===== config.mk =====
export PLATFORM = sky130hd
export DESIGN_NAME = wb_sram_stream_reader
export DESIGN_NICKNAME = d
export VERILOG_FILES = /design/src/rtl/wb_sram_stream_reader.sv
export SDC_FILE = /design/constraint.sdc
export NUM_CORES = 1
export LEC_CHECK = 0
export BUFFER_PORTS_ARGS = -buffer_cell sky130_fd_sc_hd__buf_2
export CAP_MARGIN = 25
export CORE_MARGIN = 5
export CORE_UTILIZATION = 30
export CTS_BUF_LIST = sky130_fd_sc_hd__clkbuf_4 sky130_fd_sc_hd__clkbuf_8 sky130_fd_sc_hd__clkbuf_16
export DETAILED_ROUTE_END_ITERATION = 8
export SLEW_MARGIN = 15
export SYNTH_ARGS = -nofsm -noshare
export SYNTH_HDL_FRONTEND = slang
export SYNTH_SLANG_ARGS = --single-unit

===== constraint.sdc =====
create_clock -name clk_i -period 3.8 [get_ports clk_i]
set_input_delay 0.57 -clock clk_i [delete_from_list [all_inputs] [get_ports clk_i]]
set_output_delay 0.57 -clock clk_i [all_outputs]
set_load 0.01 [all_outputs]

===== src/rtl/wb_sram_stream_reader.sv =====
// Wishbone burst reader: drains a contiguous SRAM byte range into a valid/ready byte stream
// through a small prefetch FIFO, issuing requests only when FIFO space is guaranteed.
module wb_sram_stream_reader #(
    parameter int unsigned ABITS = 12,
    parameter int unsigned FBITS = 2,
    parameter int unsigned DELAY = 3
) (
    input  logic             clk_i,
    input  logic             rst_ni,
    input  logic             start_i,
    input  logic             abort_i,
    input  logic [ABITS-1:0] base_i,
    input  logic [ABITS:0]   count_i,
    output logic             busy_o,
    output logic             done_o,
    output logic             cyc_o,
    output logic             stb_o,
    output logic             we_o,
    output logic             bst_o,
    output logic [ABITS-1:0] adr_o,
    input  logic             ack_i,
    input  logic             wat_i,
    input  logic [7:0]       dat_i,
    output logic [7:0]       dat_o,
    output logic             valid_o,
    input  logic             ready_i
);

    localparam int unsigned DEPTH = 1 << FBITS;
    localparam int unsigned CW    = ABITS + 1;
    localparam int unsigned PW    = FBITS + 1;

    // DELAY only ever shaped simulated register timing; registers here update without delay.
    if (DELAY > 0) begin : g_sim_delay
    end

    typedef enum logic [1:0] {StIdle, StFetch, StDrain, StFinish} state_e;

    state_e           state_q, state_d;
    logic [ABITS-1:0] addr_q, addr_d;
    logic [CW-1:0]    count_q, count_d;
    logic [CW-1:0]    issued_q, issued_d;
    logic [CW-1:0]    acked_q, acked_d;
    logic [PW-1:0]    wptr_q, wptr_d;
    logic [PW-1:0]    rptr_q, rptr_d;
    logic [7:0]       mem_q [DEPTH];

    logic [PW-1:0] level;
    logic [CW-1:0] outstanding;
    logic          fifo_empty;
    logic          in_fetch;
    logic          issue;
    logic          last_req;
    logic          push;
    logic          pop;
    logic          flush;

    assign level       = wptr_q - rptr_q;
    assign fifo_empty  = (level == '0);
    assign outstanding = issued_q - acked_q;
    assign in_fetch    = (state_q == StFetch);
    assign last_req    = ((issued_q + CW'(1)) == count_q);

    // Credit rule: every byte in flight or buffered owns a FIFO slot, so acks can never overflow.
    assign issue = in_fetch && !abort_i && !wat_i && (issued_q < count_q) &&
                   ((CW'(level) + outstanding) < CW'(DEPTH));

    // Stray acks (e.g. late acks of an aborted transfer) are ignored when nothing is in flight.
    assign push  = in_fetch && ack_i && (outstanding != '0);
    assign pop   = !fifo_empty && ready_i;
    assign flush = abort_i && ((state_q == StFetch) || (state_q == StDrain));

    always_comb begin
        state_d  = state_q;
        addr_d   = addr_q;
        count_d  = count_q;
        issued_d = issued_q;
        acked_d  = acked_q;
        wptr_d   = wptr_q;
        rptr_d   = rptr_q;

        if (push) begin
            wptr_d  = wptr_q + PW'(1);
            acked_d = acked_q + CW'(1);
        end
        if (pop) begin
            rptr_d = rptr_q + PW'(1);
        end
        if (issue) begin
            addr_d   = addr_q + ABITS'(1);
            issued_d = issued_q + CW'(1);
        end

        unique case (state_q)
            StIdle: begin
                if (start_i && !abort_i) begin
                    if (count_i != '0) begin
                        state_d  = StFetch;
                        addr_d   = base_i;
                        count_d  = count_i;
                        issued_d = '0;
                        acked_d  = '0;
                    end else begin
                        state_d = StFinish;
                    end
                end
            end
            StFetch: begin
                if (abort_i) begin
                    state_d = StIdle;
                end else if (acked_d == count_q) begin
                    state_d = StDrain;
                end
            end
            StDrain: begin
                if (abort_i) begin
                    state_d = StIdle;
                end else if (fifo_empty) begin
                    state_d = StFinish;
                end
            end
            StFinish: state_d = StIdle;
            default:  state_d = StIdle;
        endcase

        if (flush) begin
            wptr_d = '0;
            rptr_d = '0;
        end
    end

    always_ff @(posedge clk_i or negedge rst_ni) begin
        if (!rst_ni) begin
            state_q  <= StIdle;
            addr_q   <= '0;
            count_q  <= '0;
            issued_q <= '0;
            acked_q  <= '0;
            wptr_q   <= '0;
            rptr_q   <= '0;
        end else begin
            state_q  <= state_d;
            addr_q   <= addr_d;
            count_q  <= count_d;
            issued_q <= issued_d;
            acked_q  <= acked_d;
            wptr_q   <= wptr_d;
            rptr_q   <= rptr_d;
        end
    end

    always_ff @(posedge clk_i) begin
        if (push) begin
            mem_q[wptr_q[FBITS-1:0]] <= dat_i;
        end
    end

    assign cyc_o   = in_fetch;
    assign stb_o   = issue;
    assign bst_o   = issue && !last_req;
    assign we_o    = 1'b0;
    assign adr_o   = addr_q;
    assign busy_o  = (state_q == StFetch) || (state_q == StDrain);
    assign done_o  = (state_q == StFinish);
    assign valid_o = !fifo_empty;
    assign dat_o   = fifo_empty ? 8'h00 : mem_q[rptr_q[FBITS-1:0]];

endmodule


==> metrics.log, run 1 <==
INFO  metric die_area = 24600 µm²
INFO  metric timing.final.max_slew_violations = 0
INFO  metric final_critical_path_setup_slack = -0.0323 ns
INFO  metric count_of_input_and_output_buffers = 65
INFO  metric dpl-instance-area = around 7300 µm²
INFO  metric dp.cells = 1031
INFO  metric skew = 0.00830 ns
INFO  metric number_of_fill_cells = 2126
INFO  metric global_route_met3_usage = 2.68%
INFO  metric final_cell_mix = sky130_fd_sc_hd__buf_2, sky130_fd_sc_hd__dfrtp_1, sky130_fd_sc_hd__nor2_1, sky130_fd_sc_hd__buf_4, sky130_fd_sc_hd__nand2_1
INFO  metric grt_antenna_before_repair = 0
INFO  metric clock-root-buffer = sky130_fd_sc_hd__clkbuf_16
INFO  metric cp_data_arrival_time = 3.26 ns
INFO  metric worstSetupStartpointType = flip-flop
INFO  metric core_region_area = 21200 µm²
INFO  metric power = 5.42 mW
INFO  metric yosys.cell_types.count = roughly 80
INFO  metric avgSynthCellArea = ~9.5 µm²
INFO  metric p_int = around 3.2 mW
INFO  metric max-slew-margin-rel = between 40 and 50%
INFO  metric tritoncts.num_buffers = 9
INFO  metric r2r_setup_slack = 0.06 ns
INFO  metric grt_first_pass_wirelength = 28.1 mm
INFO  metric cts.sinks = 91
INFO  metric final_min_period_over_clock_period = 101%
INFO  metric first_pass_iters = 5
INFO  metric syn_to_layout_area_delta = 22.4%
INFO  metric power_density_cells = 684 nW/µm²
INFO  metric reg_clk_slew_reported_paths = 0.07 ns
INFO  metric ctsLongestPathBuffers = 2
INFO  metric drt-initial-drc-count = 341
INFO  metric yosysWarnings = 0
INFO  metric grt_start_max_net_pins = 35
INFO  metric postLayoutCellArea = 7920 µm²
INFO  metric placementRows = 53
INFO  metric postCtsHoldBufs = 0
INFO  metric period_minus_slack = 3.83 ns
INFO  metric grt_usage = between 10% and 20%
INFO  metric post_layout_nonfiller_instances = 1059
INFO  metric postSynth.topFlopCell = sky130_fd_sc_hd__dfrtp_1
INFO  metric globalRoute.totalOverflow = 0
INFO  metric preCtsSetupSlack = 0.0458 ns
INFO  metric mappedNetlistArea = around 6500 µm²
INFO  metric sequential_cell_area = 2440 µm²
INFO  metric gp_congestion = approximately 0.9
INFO  metric groute.layer.met2.usage = between 20% and 30%
INFO  metric synth.yosys.seq_area_share = 37.7%
INFO  metric post-dp-hpwl = 13.4 mm
INFO  metric setup_repair_after_global_routing_missed_its_margin = true
INFO  metric ctsHtreeMaxLevel = 3
INFO  metric vias_per_cell = 5.19
INFO  metric wirelength = 17.5 mm
INFO  metric synth_edf_count = 32
INFO  metric postSynthRegisterBits = 91
INFO  metric layout.cells.most_common = sky130_fd_sc_hd__buf_2
INFO  metric routed-via-count = 5496
INFO  metric outcome = complete, but fails checks
INFO  metric postSynthCellCount = approximately 680
INFO  metric report.final.hold_viol_count = 0
INFO  metric number_of_placed_i_o_pins = 67
INFO  metric seqPwrFrac = 27.6%
INFO  metric worstRegToRegCells = 16
INFO  metric critical_path.max_fanout = 2
INFO  metric antenna-diode-count = 0
INFO  metric grtUsageMet1 = 19.6%
INFO  metric critical_path.reg2reg.endpoint = issued_q[12]$_DFF_PN0_
INFO  metric first_global_vias = 5350
INFO  metric netSwitchingFraction = 41.1%
INFO  metric critical_path.reg2reg.startpoint = issued_q[0]$_DFF_PN0_
INFO  metric timing.final.setup_violations = 1
INFO  metric cts_tree = built
INFO  metric power.combinational.fraction = 55.5%
INFO  metric routedWlPerCell = 16.5 µm
INFO  metric worstSetupEndpointType = output pin
INFO  metric ant_nets = 0
INFO  metric layout.core_utilization = 37.4%
INFO  metric worst_pin_slew = 0.789 ns
INFO  metric power.leakage = 3.22 nW
INFO  metric layout-drive-gt1-share = 25.4%
INFO  metric max_clock_freq = 261 MHz
INFO  metric irDropWorstVdd = 0.322 mV
INFO  metric p_sw = about 2.2 mW
INFO  metric die_width = 157 µm
INFO  metric synthArstFlopShare = 64.8%
INFO  metric global_route.peak_usage_layer = met2
INFO  metric initial_utilization = 30.6%
INFO  metric floorplan.die.height = 157 µm
INFO  metric syn_nets = 766
INFO  metric layout.nets = 862
INFO  metric multi_input_comb_area = 3950 µm²
INFO  metric worstHoldPathType = primary input to async pin
INFO  metric critPathKind = flip-flop to output pin
INFO  metric route.detailed.drc = 0
INFO  metric worst_skew_pair.late_latency = 0.35 ns
INFO  metric failing_checks = setup timing
INFO  metric pwr-share-clk = approximately 17%
INFO  metric worstPathRequired = 3.23 ns
INFO  metric drv.max_cap_violation_count = 0
## synth_stat cells, drive strengths merged, types with 3 or more instances
master,count,share of area (%)
o211ai,6,0.70
mux4,8,2.8
o31ai,8,0.93
nand2b,6,0.58
nand4,13,1.3
a21oi,30,2.4
nor4,7,0.68
xor2,14,1.9
xnor3,3,1.1
a311oi,3,0.50
nand3b,8,0.93
mux2,4,0.75
nand2,49,2.8
and2b,8,1.1
or3,6,0.58
clkbuf,25,1.5
o22ai,3,0.39
nor2,56,3.2
dfrtp,59,23
ha,41,7.9
a2111oi,11,1.7
a21o,3,0.35
nor3,11,0.85
a31oi,7,0.68
buf,7,0.56
xnor2,47,6.4
nor2b,7,0.68
inv,46,2.7
mux2i,5,0.77
nand3,26,2.0
nor3b,3,0.52
and3,14,1.4
and2,13,1.3
o21a,5,0.58
o21ai,42,3.2
a221oi,3,0.41
and4,4,0.54
or4,4,0.46
o311ai,4,0.54
edfxtp,32,15
a21bo,3,0.46
## final cells by class
cell class                      count  area share (%)
Tap cell                          275            4.35
Clock inverter                      7           0.948
Inverter                           46            2.18
Clock buffer                        9            2.84
Timing Repair Buffer              117            9.04
Multi-Input combinational cell    514            49.9
Sequential cell                    91            30.8
## per-layer routing
metal / share of wire, % / up-vias
li1: - / 2664
met1: 47 / 2663
met2: 46 / 134
met3: 4.4 / 35
met4: 2.9 / 0
met5: 0 / -
## metrics by stage
step	hold WS, ns	TNS [ns]
after floorplan	0.274	0
after global placement	0.552	0
after detailed placement	0.556	0
after CTS	0.256	-0.0439
after global routing	0.288	-0.883
final	0.243	-0.0323
## cell families (layout without fill, tap and decap cells)
logic type / count (synthesis) / count (layout) / synth area share [%]
AO/OA/AOI/OAI: 148 / 148 / 15.8
XOR/XNOR: 64 / 64 / 9.32
adder cells (fa/ha/maj): 43 / 43 / 8.55
buffers and inverters: 78 / 179 / 4.68
flip-flops: 91 / 91 / 37.7
multiplexers: 17 / 17 / 4.31
other: 1 / 1 / 0.0580
AND/OR/NAND/NOR: 241 / 241 / 19.6
## state kept, by name, summed over array words and instances, names as in the netlist
register,cells
mem_q,32
acked_q,13
count_q,13
issued_q,13
adr_o,12
rptr_q,3
wptr_q,3
state_q,2
## power groups by stage
stage | sequential, mW | combinational [mW] | clock (mW)
final | 1.49 | 3.01 | 0.917
after CTS | 1.49 | 2.90 | 0.950
after global placement | 1.50 | 2.64 | 0
after detailed placement | 1.51 | 2.67 | 0
after floorplan | 1.47 | 1.80 | 0
after global routing | 1.53 | 3.29 | 0.989
## critical path, cell delays in order (launching register included)
cell,delay [ns]
sky130_fd_sc_hd__dfrtp_1,0.37
sky130_fd_sc_hd__inv_2,0.07
sky130_fd_sc_hd__ha_4,0.16
sky130_fd_sc_hd__fa_2,0.58
sky130_fd_sc_hd__inv_2,0.06
sky130_fd_sc_hd__ha_4,0.25
sky130_fd_sc_hd__a21o_1,0.15
sky130_fd_sc_hd__a21o_1,0.17
sky130_fd_sc_hd__nand4_1,0.12
sky130_fd_sc_hd__nor3_1,0.16
sky130_fd_sc_hd__nand4_1,0.22
sky130_fd_sc_hd__and2_4,0.22
sky130_fd_sc_hd__a311oi_2,0.22
sky130_fd_sc_hd__buf_2,0.18
## what timing repair did
item	CTS	global route
pin swaps	5	6
cloned	0	0
resized for setup	20	26
buffers inserted	7	5
endpoints found under the setup margin	2	24
## worst max-delay path by stage
stage | start | to | slack, ns | cells past startpoint
finish | issued_q[0]$_DFF_PN0_ | bst_o | -0.03 | 13
global route | issued_q[0]$_DFF_PN0_ | bst_o | -0.18 | 13
CTS | issued_q[0]$_DFF_PN0_ | bst_o | -0.04 | 12
detailed placement | issued_q[0]$_DFF_PN0_ | bst_o | 0.05 | 12
global placement | issued_q[0]$_DFF_PN0_ | bst_o | 0.09 | 12
floorplan | rptr_q[1]$_DFFE_PN0P_ | state_q[1]$_DFFE_PN0P_ | 0.06 | 12
Note: power is estimated with default switching activity, not from simulation.
==> run 2, diff against run 1 <==
Clock period 3.8 ns to 3.9 ns, I/O delays scaled along.
==> run 2 against run 1 <==
Against the previous run: highest routed layer unchanged; final cell count is 1.3% lower; worst setup slack gained 0.081 ns; first-iteration DRC count down 11%; power decreased by 3.1%; sequential power is essentially flat; via count down 1.8%; critical endpoint unchanged; critical path type unchanged; register-to-register slack better by 0.14 ns; the flow now finishes without violations; routed wire length down 1.5%.
==> metrics.log, run 2 (synthesis gave the netlist of run 1 again) <==
INFO  metric count_of_input_and_output_buffers = 65
INFO  metric worstPathRequired = 3.31 ns
INFO  metric fin_setup_tns = 0 ns
INFO  metric setup_repair_after_global_routing_missed_its_margin = true
INFO  metric route.detailed.drc = 0
INFO  metric first_pass_iters = 5
INFO  metric floorplan.die.height = 157 µm
INFO  metric pwr-share-clk = 19.5%
INFO  metric die_area = 24600 µm²
INFO  metric die_width = 157 µm
INFO  metric ctsHtreeMaxLevel = 3
INFO  metric p_sw = around 2.1 mW
INFO  metric syn_to_layout_area_delta = 20.6%
INFO  metric drt-initial-drc-count = 302
INFO  metric post-dp-hpwl = 13.2 mm
INFO  metric grt_antenna_before_repair = 0
INFO  metric critical_path.reg2reg.startpoint = issued_q[0]$_DFF_PN0_
INFO  metric gp_congestion = 0.928
INFO  metric global_route_met3_usage = around 2.4%
INFO  metric cts_tree = built
INFO  metric critical_path.max_fanout = 3
INFO  metric clock-root-buffer = sky130_fd_sc_hd__clkbuf_16
INFO  metric worstRegToRegCells = 14
INFO  metric wirelength = around 17 mm
INFO  metric tritoncts.num_buffers = 9
INFO  metric number_of_fill_cells = approximately 2.1k
INFO  metric globalRoute.totalOverflow = 0
INFO  metric layout-drive-gt1-share = 24.0%
INFO  metric power.leakage = roughly 3.2 nW
INFO  metric netSwitchingFraction = 40.3%
INFO  metric grt_first_pass_wirelength = 27.5 mm
INFO  metric layout.nets = about 850
INFO  metric initial_utilization = 30.6%
INFO  metric series_of_cell_instances_along_the_critical_path = inv_2 > ha_4 > fa_2 > inv_1 > ha_1 > a21o_1 > xnor2_2 > o2111ai_1 > or2_2 > a311oi_2 > buf_2
INFO  metric worstSetupEndpointType = output pin
INFO  metric final_cell_mix = sky130_fd_sc_hd__buf_2, sky130_fd_sc_hd__dfrtp_1, sky130_fd_sc_hd__nor2_1, sky130_fd_sc_hd__nand2_1, sky130_fd_sc_hd__xnor2_1
INFO  metric vias_per_cell = 5.17
INFO  metric report.final.hold_viol_count = 0
INFO  metric critPathKind = flip-flop to output pin
INFO  metric worst_skew_pair.late_latency = between 0.3 and 0.4 ns
INFO  metric largest_reg_flops = 32
INFO  metric timing.critical_path.slowest_cell_delay = 0.57 ns
INFO  metric final_min_period_over_clock_period = 98.7%
INFO  metric r2r_setup_slack = 0.20 ns
INFO  metric worstSetupStartpointType = flip-flop
INFO  metric p_int = 3.14 mW
INFO  metric groute.layer.met2.usage = 22.2%
INFO  metric worst_path_dominant_cell_family = adder cells
INFO  metric drv.max_cap_violation_count = 0
INFO  metric max-slew-margin-rel = 35.6%
INFO  metric critical_path.reg2reg.endpoint = issued_q[12]$_DFF_PN0_
INFO  metric period_minus_slack = a little under 4 ns
INFO  metric layout.cells.most_common = sky130_fd_sc_hd__buf_2
INFO  metric skew = 0.00960 ns
INFO  metric routed-via-count = 5399
INFO  metric ctsLongestPathBuffers = 2
INFO  metric reg_clk_slew_reported_paths = approximately 0.07 ns
INFO  metric seqPwrFrac = 27.8%
INFO  metric outcome = completed
INFO  metric grt_start_max_net_pins = 57
INFO  metric first_global_vias = 5165
INFO  metric antenna-diode-count = 0
INFO  metric worst_pin_slew = 0.967 ns
INFO  metric timing.final.max_slew_violations = 0
INFO  metric critical_path.slowest_cell = sky130_fd_sc_hd__fa_2
INFO  metric global_route.peak_usage_layer = met2
INFO  metric cp_data_arrival_time = 3.27 ns
INFO  metric number_of_placed_i_o_pins = 67
INFO  metric irDropWorstVdd = around 0.25 mV
INFO  metric max_clock_freq = ~260 MHz
INFO  metric worstHoldPathType = primary input to async pin
INFO  metric grt_usage = 14.1%
INFO  metric cts.sinks = 91
INFO  metric core_region_area = 21200 µm²
INFO  metric cp_num_buf_inv = 3
INFO  metric ant_nets = 0
INFO  metric power_density_cells = 673 nW/µm²
INFO  metric placementRows = 53
INFO  metric routedWlPerCell = about 16 µm
INFO  metric worst_hold_margin = 0.162 ns
INFO  metric timing.final.setup_violations = 0
INFO  metric power.combinational.fraction = ~53%
INFO  metric grtUsageMet1 = 19.3%
-- run 2: per-layer routing --
layer  wire length, µm  part of all wire (%)
met5                 0                     0
met4               550                   3.2
met3               828                   4.8
met2              7840                    45
met1              8020                    47
-- run 2: metrics by stage --
stage / utilization [%] / setup WS [ns] / power [mW] / cell area (µm²) / std cells
6_report: 36.9 / 0.0491 / 5.25 / 7800 / 1045
5_1_grt: 36.9 / -0.0827 / 5.64 / 7800 / 1045
2_1_floorplan: - / 0.158 / 3.19 / 6470 / 683
3_3_place_gp: 34.2 / 0.0944 / 3.97 / 7240 / 1021
4_1_cts: 36.3 / -0.0250 / 5.19 / 7670 / 1040
3_5_place_dp: 34.2 / 0.0515 / 3.99 / 7240 / 1021
-- run 2: timing repair --
item | CTS | global route
setup buffers | 3 | 5
setup endpoints to repair | 2 | 5
cloned | 0 | 0
gates resized for setup | 11 | 26
pin swaps | 5 | 4
hold buffers | 0 | 0
-- run 2: how the worst max path moves through the flow --
stage                                     start                      to  slack [ns]  depth (start not counted)
after floorplan           rptr_q[1]$_DFFE_PN0P_  state_q[1]$_DFFE_PN0P_        0.16                         12
after global placement    wptr_q[0]$_DFFE_PN0P_  state_q[1]$_DFFE_PN0P_        0.09                         13
after detailed placement  issued_q[0]$_DFF_PN0_                   bst_o        0.05                         12
after CTS                  acked_q[6]$_DFF_PN0_                   bst_o       -0.03                         11
after global routing      issued_q[3]$_DFF_PN0_                   bst_o       -0.08                         10
final                     issued_q[0]$_DFF_PN0_                   bst_o        0.05                         11
-- run 2: cell type report --
| type | instances | area [µm²] | area share (%) |
|---|---|---|---|
| Clock inverter | 7 | 123 | 1.57 |
| Sequential cell | 91 | 2440 | 31.2 |
| Clock buffer | 9 | 225 | 2.89 |
| Tap cell | 275 | 344 | 4.41 |
| Multi-Input combinational cell | 514 | 3890 | 49.9 |
| Timing Repair Buffer | 103 | 611 | 7.82 |
| Inverter | 46 | 173 | 2.21 |
-- run 2: power by group through the flow --
stage | clock network, mW | logic, mW | registers, mW
2_1_floorplan | 0 | 1.76 | 1.43
3_3_place_gp | 0 | 2.51 | 1.47
3_5_place_dp | 0 | 2.52 | 1.47
4_1_cts | 1.05 | 2.69 | 1.45
5_1_grt | 1.09 | 3.05 | 1.49
6_report | 1.02 | 2.77 | 1.46
==> run 3, diff against run 2 <==
Settings changed: CORE_ASPECT_RATIO set to 0.6.
Clock period 3.9 ns to 3.6 ns, I/O delays scaled along.
==> run 3 against run 2 <==
Against the previous run: the flow now finishes with violations (setup timing); clock power shrank 5%; via count grew 6.1%; worst setup slack lost 0.18 ns; first-iteration DRC count grew 68%; worst hold slack gained 0.0086 ns; power grew 18%; critical path type unchanged; non-clock buffer count grew 56; sequential share of layout area shrank 2.7 points; die area grew 0.39%; largest cell class unchanged.
==> metrics.log, run 3 (synthesis gave the netlist of run 1 again) <==
INFO  metric outcome = complete, but fails checks
INFO  metric failing_checks = setup timing
INFO  metric floorplan.die.height = 124 µm
INFO  metric route.detailed.drc = 0
INFO  metric core_region_area = 21100 µm²
INFO  metric drv.max_cap_violation_count = 0
INFO  metric routed-via-count = ~5.7k
INFO  metric count_of_input_and_output_buffers = 65
INFO  metric ctsHtreeMaxLevel = 3
INFO  metric worst_pin_slew = ~0.66 ns
INFO  metric placementRows = 41
INFO  metric timing.final.max_slew_violations = 0
INFO  metric period_minus_slack = 3.73 ns
INFO  metric power_density_cells = 729 nW/µm²
INFO  metric layout.nets = between 900 and 1k
INFO  metric preCtsSetupSlack = -0.298 ns
INFO  metric post_layout_nonfiller_instances = around 1.1k
INFO  metric antenna-diode-count = 0
INFO  metric worstSetupStartpointType = flip-flop
INFO  metric report.final.hold_viol_count = 0
INFO  metric max_clock_freq = 268 MHz
INFO  metric gp_congestion = 0.961
INFO  metric critPathKind = flip-flop to output pin
INFO  metric syn_to_layout_area_delta = 31.8%
INFO  metric die_area = 24700 µm²
INFO  metric wirelength = slightly above 20 mm
INFO  metric setup_repair_after_global_routing_missed_its_margin = true
INFO  metric worst_skew_pair.late_latency = 0.36 ns
INFO  metric final_critical_path_setup_slack = -0.130 ns
INFO  metric timing.final.setup_violations = 4
INFO  metric ctsLongestPathBuffers = 2
INFO  metric reg_clk_slew_reported_paths = 0.07 ns
INFO  metric routedWlPerCell = 18.4 µm
INFO  metric grt_first_pass_wirelength = 30.5 mm
INFO  metric power = 6.22 mW
INFO  metric tritoncts.num_buffers = 9
INFO  metric first_global_vias = roughly 5.3k
INFO  metric clock-root-buffer = sky130_fd_sc_hd__clkbuf_16
INFO  metric post-dp-hpwl = 15.6 mm
INFO  metric final_min_period_over_clock_period = 104%
INFO  metric vias_per_cell = 5.18
INFO  metric worstSetupEndpointType = output pin
INFO  metric initial_utilization = 30.6%
INFO  metric number_of_placed_i_o_pins = 67
INFO  metric ant_nets = 0
INFO  metric cts_tree = built
INFO  metric skew = 0.0128 ns
INFO  metric layout.cells.most_common = sky130_fd_sc_hd__buf_4
INFO  metric largest_reg_flops = 32
INFO  metric grt_start_max_net_pins = 45
INFO  metric cts.sinks = between 90 and 100
INFO  metric final_cell_mix = sky130_fd_sc_hd__buf_4, sky130_fd_sc_hd__buf_2, sky130_fd_sc_hd__dfrtp_1, sky130_fd_sc_hd__nor2_1, sky130_fd_sc_hd__nand2_1
INFO  metric grt_usage = 16.3%
INFO  metric layout-drive-gt1-share = 31.8%
INFO  metric postCtsHoldBufs = 0
INFO  metric cp_data_arrival_time = roughly 3.2 ns
INFO  metric drt-initial-drc-count = 508
INFO  metric first_pass_iters = 5
INFO  metric power.leakage = 3.48 nW
INFO  metric irDropWorstVdd = slightly above 0.3 mV
INFO  metric critical_path.max_fanout = 2
INFO  metric die_width = 200 µm
INFO  metric worstHoldPathType = primary input to async pin
INFO  metric worstPathRequired = 3.06 ns
INFO  metric globalRoute.totalOverflow = 0
INFO  metric dp.cells = between 1k and 1.5k
INFO  metric max-slew-margin-rel = 55.2%
INFO  metric grt_antenna_before_repair = 0
[run 3: cell count changes in the layout (fill, tap and decap cells not counted), moves of 4 or more]
cell                        before  now
sky130_fd_sc_hd__a2111oi_0       6    0
sky130_fd_sc_hd__buf_6           0    6
sky130_fd_sc_hd__a21oi_2         2    6
sky130_fd_sc_hd__a2111oi_4       0    5
sky130_fd_sc_hd__a21oi_1        28   24
sky130_fd_sc_hd__buf_4          38   85
[run 3: routing by layer]
| layer | up-vias | global-route usage, % | wire length (µm) |
|---|---|---|---|
| met5 | - | 0 | 0 |
| met1 | 2756 | 27.4 | 11000 |
| met4 | 0 | 3.31 | 178 |
| met3 | 12 | 4.33 | 1780 |
| li1 | 2753 | - | - |
| met2 | 205 | 19.9 | 7370 |
[run 3: timing repair]
item / in CTS / in global routing
gates cloned: 0 / 2
pin swaps: 22 / 25
gates resized for setup: 30 / 61
endpoints found under the setup margin: 7 / 61
buffers inserted: 14 / 5
[run 3: metrics by stage]
| step | hold WS, ns | util [%] | cell area [µm²] | setup TNS, ns |
|---|---|---|---|---|
| 3_5_place_dp | 0.544 | 36.1 | 7620 | -0.666 |
| 2_1_floorplan | 0.244 | - | 6470 | 0 |
| 3_3_place_gp | 0.532 | 36.1 | 7620 | -0.662 |
| 6_report | 0.170 | 40.3 | 8530 | -0.276 |
| 5_1_grt | 0.208 | 40.3 | 8530 | -1.57 |
| 4_1_cts | 0.174 | 38.7 | 8180 | -0.343 |
[run 3: area by class of cell]
type / instances / area (µm²)
clock buffers: 11 / 264
clock inverters: 5 / 41.3
fillers: 2060 / 12600
inverters: 46 / 173
multi-input cells: 515 / 4150
flip-flops and latches: 91 / 2440
well taps: 279 / 349
repair buffers: 159 / 1110
[run 3: report_power, final]
part / internal [mW] / switching, mW
Clock: 0.536 / 0.437
Sequential: 1.31 / 0.252
Combinational: 1.77 / 1.91
[run 3: final timing paths]
path                       slack [ns]                   from                 endpoint  depth (start not counted)
min                              0.17                 rst_ni   count_q[4]$_DFFE_PN0P_                          1
max                             -0.13   acked_q[0]$_DFF_PN0_                    bst_o                         11
min reg2reg                      0.56  wptr_q[2]$_DFFE_PN0P_    wptr_q[2]$_DFFE_PN0P_                          2
max reg2reg                     -0.06  wptr_q[0]$_DFFE_PN0P_   state_q[1]$_DFFE_PN0P_                         13
max in group asynchronous        2.47                 rst_ni  count_q[11]$_DFFE_PN0P_                          2
min in group clk_i               0.38              base_i[4]       adr_o[4]$_DFF_PN0_                          3
[run 3: worst max-delay path: stages (launching register included)]
cell	delay, ns
sky130_fd_sc_hd__dfrtp_1	0.41
sky130_fd_sc_hd__ha_4	0.18
sky130_fd_sc_hd__fa_2	0.35
sky130_fd_sc_hd__nand2b_4	0.16
sky130_fd_sc_hd__a211oi_4	0.30
sky130_fd_sc_hd__o311ai_4	0.16
sky130_fd_sc_hd__a311oi_2	0.25
sky130_fd_sc_hd__xnor2_1	0.22
sky130_fd_sc_hd__nand4_1	0.22
sky130_fd_sc_hd__and2_4	0.21
sky130_fd_sc_hd__a311oi_2	0.20
sky130_fd_sc_hd__buf_2	0.17
